===== src/rtl/cache_loader_pkg.sv =====
// Shared constants and FSM state encoding for the boot-time CACHE loader.
// The checksum states are always encoded; they are only reachable with CACHE_LOADER_CHECKSUM_EN.
package cache_loader_pkg;

  localparam int unsigned BYTES_PER_WORD = 2;
  localparam int unsigned DEFAULT_ADDR_W = 10;
  localparam int unsigned DEFAULT_DATA_W = 16;

  typedef enum logic [3:0] {
    StIdle,
    StCntHi,
    StCntLo,
    StDatHi,
    StDatLo,
    StWr,
    StDone,
    StErr,
    StCkHi,
    StCkLo
  } state_e;

endpackage


===== src/rtl/cache_loader_byte_assembler.sv =====
// Collects host bytes into a word, high byte first; word_valid pulses on the final byte transfer.
// word is combinational so the caller can register it on the same edge as the last byte.
module cache_loader_byte_assembler
  import cache_loader_pkg::*;
(
  input  logic                          clk,
  input  logic                          Reset,
  input  logic                          clear,
  input  logic                          xfer,
  input  logic [7:0]                    data,
  output logic                          word_valid,
  output logic [8*BYTES_PER_WORD-1:0]   word
);

  localparam int unsigned PrevW = 8 * (BYTES_PER_WORD - 1);
  localparam int unsigned CntW = $clog2(BYTES_PER_WORD);
  localparam logic [CntW-1:0] LastCnt = CntW'(BYTES_PER_WORD - 1);

  logic [PrevW-1:0] prev_q, prev_d;
  logic [CntW-1:0]  cnt_q, cnt_d;

  assign word       = {prev_q, data};
  assign word_valid = xfer && (cnt_q == LastCnt);

  always_comb begin
    prev_d = prev_q;
    cnt_d  = cnt_q;
    if (clear) begin
      cnt_d = '0;
    end else if (xfer) begin
      prev_d = PrevW'({prev_q, data});
      cnt_d  = word_valid ? '0 : cnt_q + CntW'(1);
    end
  end

  always_ff @(posedge clk or posedge Reset) begin
    if (Reset) begin
      prev_q <= '0;
      cnt_q  <= '0;
    end else begin
      prev_q <= prev_d;
      cnt_q  <= cnt_d;
    end
  end

endmodule


===== src/rtl/cache_loader.sv =====
// Boot loader: receives a word count and image over a byte handshake, writes it into CACHE,
// then releases the CPU. Define CACHE_LOADER_CHECKSUM_EN to require a trailing 16-bit checksum.
module cache_loader
  import cache_loader_pkg::*;
#(
  parameter int unsigned ADDR_W    = DEFAULT_ADDR_W,
  parameter int unsigned DATA_W    = DEFAULT_DATA_W,
  parameter int unsigned BASE_ADDR = 0
) (
  input  logic              clk,
  input  logic              Reset,
  input  logic              Start,
  input  logic              InValid,
  input  logic [7:0]        InData,
  output logic              InReady,
  output logic              Write,
  output logic [ADDR_W-1:0] Waddr,
  output logic [DATA_W-1:0] Wdata,
  output logic              Busy,
  output logic              Done,
  output logic              Error,
  output logic              CpuHold
);

  localparam int unsigned WordW    = 8 * BYTES_PER_WORD;
  localparam int unsigned MaxWords = (1 << ADDR_W) - BASE_ADDR;

`ifdef CACHE_LOADER_CHECKSUM_EN
  localparam state_e StFinish = StCkHi;
  logic [WordW-1:0] sum_q, sum_d;
`else
  localparam state_e StFinish = StDone;
`endif

  state_e            state_q, state_d;
  logic [WordW-1:0]  count_q, count_d;
  logic [WordW-1:0]  index_q, index_d;
  logic              write_q, write_d;
  logic [ADDR_W-1:0] waddr_q, waddr_d;
  logic [DATA_W-1:0] wdata_q, wdata_d;

  logic             xfer, asm_clear, word_valid;
  logic [WordW-1:0] word;

  assign xfer    = InValid & InReady;
  assign Write   = write_q;
  assign Waddr   = waddr_q;
  assign Wdata   = wdata_q;

  cache_loader_byte_assembler u_asm (
    .clk        (clk),
    .Reset      (Reset),
    .clear      (asm_clear),
    .xfer       (xfer),
    .data       (InData),
    .word_valid (word_valid),
    .word       (word)
  );

  always_comb begin
    state_d   = state_q;
    count_d   = count_q;
    index_d   = index_q;
    write_d   = 1'b0;
    waddr_d   = waddr_q;
    wdata_d   = wdata_q;
    asm_clear = 1'b0;
`ifdef CACHE_LOADER_CHECKSUM_EN
    sum_d     = sum_q;
`endif
    unique case (state_q)
      StIdle, StDone, StErr: begin
        if (Start) begin
          state_d   = StCntHi;
          asm_clear = 1'b1;
`ifdef CACHE_LOADER_CHECKSUM_EN
          sum_d     = '0;
`endif
        end
      end
      StCntHi: if (xfer) state_d = StCntLo;
      StCntLo: begin
        if (word_valid) begin
          count_d = word;
          index_d = '0;
          if (word == '0) begin
            state_d = StFinish;
          end else if (32'(word) > MaxWords) begin
            state_d = StErr;
          end else begin
            state_d = StDatHi;
          end
        end
      end
      StDatHi: if (xfer) state_d = StDatLo;
      StDatLo: begin
        if (word_valid) begin
          state_d = StWr;
          write_d = 1'b1;
          waddr_d = ADDR_W'(BASE_ADDR + 32'(index_q));
          wdata_d = DATA_W'(word);
`ifdef CACHE_LOADER_CHECKSUM_EN
          sum_d   = sum_q + word;
`endif
        end
      end
      StWr: begin
        index_d = index_q + WordW'(1);
        state_d = (index_q + WordW'(1) == count_q) ? StFinish : StDatHi;
      end
`ifdef CACHE_LOADER_CHECKSUM_EN
      StCkHi: if (xfer) state_d = StCkLo;
      StCkLo: if (word_valid) state_d = (word == sum_q) ? StDone : StErr;
`endif
      default: state_d = StIdle;
    endcase
  end

  // Status and handshake outputs decode directly from the registered state.
  always_comb begin
    InReady = 1'b0;
    Busy    = 1'b0;
    unique case (state_q)
      StCntHi, StCntLo, StDatHi, StDatLo, StCkHi, StCkLo: begin
        InReady = 1'b1;
        Busy    = 1'b1;
      end
      StWr:    Busy = 1'b1;
      default: ;
    endcase
    Done    = (state_q == StDone);
    Error   = (state_q == StErr);
    CpuHold = (state_q != StDone);
  end

  always_ff @(posedge clk or posedge Reset) begin
    if (Reset) begin
      state_q <= StIdle;
      count_q <= '0;
      index_q <= '0;
      write_q <= 1'b0;
      waddr_q <= '0;
      wdata_q <= '0;
`ifdef CACHE_LOADER_CHECKSUM_EN
      sum_q   <= '0;
`endif
    end else begin
      state_q <= state_d;
      count_q <= count_d;
      index_q <= index_d;
      write_q <= write_d;
      waddr_q <= waddr_d;
      wdata_q <= wdata_d;
`ifdef CACHE_LOADER_CHECKSUM_EN
      sum_q   <= sum_d;
`endif
    end
  end

endmodule


===== config.mk =====
export PLATFORM = sky130hd
export DESIGN_NAME = cache_loader
export DESIGN_NICKNAME = d
export VERILOG_FILES = /design/src/rtl/cache_loader_pkg.sv /design/src/rtl/cache_loader_byte_assembler.sv /design/src/rtl/cache_loader.sv
export SDC_FILE = /design/constraint.sdc
export NUM_CORES = 1
export LEC_CHECK = 0
export CAP_MARGIN = 20
export CORE_MARGIN = 4
export CORE_UTILIZATION = 45
export CTS_CLUSTER_DIAMETER = 60
export CTS_CLUSTER_SIZE = 20
export DETAILED_ROUTE_END_ITERATION = 8
export MAX_ROUTING_LAYER = met4
export PLACE_DENSITY = 0.69
export SLEW_MARGIN = 10
export SYNTH_ARGS = -nofsm -noshare
export SYNTH_HDL_FRONTEND = slang
export SYNTH_SLANG_ARGS = --single-unit

===== constraint.sdc =====
create_clock -name clk -period 2.7 [get_ports clk]
set_clock_uncertainty 0.05 [all_clocks]
set_input_delay 0.54 -clock clk [delete_from_list [all_inputs] [get_ports clk]]
set_output_delay 0.54 -clock clk [all_outputs]
set_load 0.02 [all_outputs]

==> impl_metrics.json, run 1 <==
{
  "cpPeakStageDelay_ns": 0.53,
  "peakVddDrop_v": 0.000610,
  "fillers": 666,
  "synth_cells": 327,
  "syn_area_per_cell_um2": 11.0,
  "synthArstFlopShare_pct": 100,
  "setup_viol": 0,
  "slew_violations": 0,
  "clock-sinks": 71,
  "cts_resized": 0,
  "via_count": 2635,
  "synth_top_area_cell": "dfrtp_1",
  "synth_cell_types": 43,
  "cp-startpoint": "state_q[2]",
  "p_per_area_nw_per_um2": 1160,
  "instances_no_fill": 477,
  "leakage_uw": 0.00186,
  "switching_share_pct": 38.5,
  "cts_buffers": 9,
  "track_usage_pct": 17.7,
  "grt_max_degree": 28,
  "wire_per_inst_um": 16.0,
  "postPlaceCellArea_um2": 4190,
  "rows": 32,
  "pwr-share-comb_pct": 40.8,
  "cp.buffers_inverters": 1,
  "power.total_uw": 5120,
  "dp_cells": 461,
  "final_hold_viol_count": 0,
  "r2r-start": "index_q[0]",
  "synth_flop_cell": "dfrtp_1",
  "reg2reg_slack_ns": 0.41,
  "synth_edf_count": 0,
  "crit_type": "reg -> out",
  "yosysWarnings": 0,
  "setup_tns_ns": 0,
  "synth_nets": 340,
  "max_cap_viol_count": 0,
  "routed_wl_um": 7630,
  "path_cells": "or3_1, and2_1, clkdlybuf4s50_1",
  "status": "finished, final reports clean",
  "floorplan.die_area_um2": 9500,
  "ctsLongestPathBuffers": 2,
  "rsz0062_at_grt": "no",
  "grt_pass1_wl_um": 13400,
  "postCtsHoldBufs": 0,
  "clockPowerShare_pct": 18.1,
  "drive_above_1_share_pct": 22.1,
  "h-tree-depth": 3,
  "cp.arrival_ns": 1.97,
  "worst_slew_margin_rel_pct": 62.0,
  "worst_setup_path_start_kind": "register",
  "drtIter0Drc": 179,
  "fp.dieH_um": 97.5,
  "vias_per_cell": 5.52,
  "path_max_fanout": 13,
  "cp.required_ns": 2.11,
  "syn2layout_area_growth_pct": 22.3,
  "min_path_type": "reg -> reg",
  "io_buffers": 43,
  "fin_crit_sh_pct": 94.8,
  "min_period_ns": 2.56,
  "switchingPower_uw": 1970,
  "place_hpwl_um": 5620,
  "drc_errors": 0,
  "globalplace.congestion": 0.875,
  "path_delay_family": "simple AND/OR/NAND/NOR gates",
  "ios": 44,
  "power_report.internal_total_uw": 3150,
  "path_clk_slew_ns": 0.08,
  "yosysSeqAreaShare_pct": 49.3,
  "seqPwrFrac_pct": 41.0,
  "die_w_um": 97.5,
  "worstHoldStart": "Waddr[0]",
  "fin_nets": 383,
  "cts_tree": "done",
  "grt_pass1_vias": 2612,
  "cp-end-kind": "output port",
  "dr.pass1.iters": 4,
  "core_area_um2": 7770,
  "cp_slowest_cell": "clkdlybuf4s50_1",
  "synth_top_area_share_pct": 49.3,
  "clock_latency_ns": 0.34,
  "synthTopCellsByArea": "dfrtp_1, mux2_2, o21ai_0, xor2_1, xnor2_1",
  "max_freq_mhz": 391,
  "postRouteAntennaNets": 0,
  "overflow": 0,
  "ys_ff_latch": 71,
  "post_cts_buffers": 0,
  "diodes": 0,
  "start_util_pct": 46.4,
  "design_area_um2": 4410,
  "tightest_slew_ns": 0.569,
  "cts-root-buf": "clkbuf_8",
  "synth_area_um2": 3600,
  "antenna_found_initial": 0
}
[synth_stat cells (2+ instances only)]
cell type	count
xnor2_1	10
and3_1	3
a32oi_1	2
nor4_4	2
and4_1	3
a21oi_1	13
mux2_2	49
buf_2	8
nor3b_1	3
o31ai_1	7
nor3_1	2
o41ai_1	3
nand2_1	23
nand3_1	13
nor2_1	19
clkbuf_1	9
nor4_1	3
dfrtp_1	71
o32ai_1	2
o211ai_1	3
inv_1	5
and2_1	3
nor2b_1	2
nand2b_1	6
nand4_4	2
a31oi_1	2
xor2_1	12
a2111oi_2	2
clkbuf_2	2
o21ai_0	30
[area by class of cell]
type,count,area (µm²),share of cell area [%]
multi-input combinational,231,1730,39.2
inverter,5,18.8,0.426
clock inverter,6,92.6,2.10
clock buffer,10,128,2.90
timing repair buffer,52,536,12.2
tap,102,128,2.90
sequential,71,1780,40.3
[path summary, 6_finish.rpt]
path                       cells past startpoint          to
setup / recovery                               3     InReady
hold / removal                                 1    Waddr[0]
setup reg to reg                               7  state_q[0]
hold reg to reg                                1    Waddr[0]
max in group asynchronous                      3  index_q[8]
min in group asynchronous                      2    Waddr[4]
[state kept, by name (all words and copies together) (netlist names)]
name,cells
count_q,16
u_asm.cnt_q,1
state_q,3
Waddr,10
index_q,16
u_asm.prev_q,8
Wdata,16
Write,1
[per-layer routing]
metal  global-route usage (%)  wire [µm]  part of all wire, %
met1                     25.1       3700                   49
met4                     5.64         84                  1.1
met3                     2.94        289                  3.8
met2                     25.9       3550                   47
met5                        -          0                    0
[power groups by stage]
stage / registers (µW) / logic (µW) / clock network (µW)
finish: 2100 / 2090 / 929
floorplan: 2060 / 1380 / 0
global placement: 2100 / 2060 / 0
detailed placement: 2120 / 2100 / 0
global route: 2190 / 2300 / 1010
CTS: 2100 / 2110 / 953
[placed cells by master, fill, tap and decap left out, types with 3 or more instances in the layout]
cell | netlist | routed
and4_1 | 3 | 3
clkdlybuf4s50_1 | 0 | 43
and3_1 | 3 | 3
inv_1 | 5 | 4
nand3_1 | 13 | 13
a21oi_1 | 13 | 13
and2_1 | 3 | 3
xor2_1 | 12 | 12
nor4_1 | 3 | 3
o211ai_1 | 3 | 3
buf_4 | 1 | 6
clkbuf_8 | 0 | 9
dfrtp_1 | 71 | 71
nor2_1 | 19 | 19
buf_12 | 0 | 3
xnor2_1 | 10 | 10
o41ai_1 | 3 | 3
o31ai_1 | 7 | 7
mux2_2 | 49 | 49
nand2_1 | 23 | 23
nand2b_1 | 6 | 6
o21ai_0 | 30 | 30
[metrics by stage]
stage | util, % | setup WS [ns] | hold WS, ns
after floorplan | - | 0.313 | 0.421
after global placement | 53.9 | 0.313 | 0.440
after detailed placement | 53.9 | 0.273 | 0.445
after CTS | 56.7 | 0.130 | 0.464
after global routing | 56.7 | 0.0680 | 0.482
final | 56.7 | 0.140 | 0.461
[logic make-up (layout without fill, tap and decap cells)]
| family | Yosys count | count (layout) | share of synthesized area (%) |
|---|---|---|---|
| XOR/XNOR | 22 | 22 | 5.35 |
| AND/OR/NAND/NOR | 89 | 89 | 14.3 |
| AO/OA/AOI/OAI | 69 | 69 | 12.0 |
| buffers and inverters | 25 | 73 | 3.06 |
| flip-flops | 71 | 71 | 49.3 |
| adder cells (fa/ha/maj) | 1 | 1 | 0.347 |
| multiplexers | 50 | 50 | 15.6 |
Note: power is estimated with default switching activity, not from simulation.
==> run 2: changes to the inputs <==
SLEW_MARGIN = unset   (was 10)
==> results of run 2 <==
The final DEF is identical to that of run 1; final timing and power are the same.
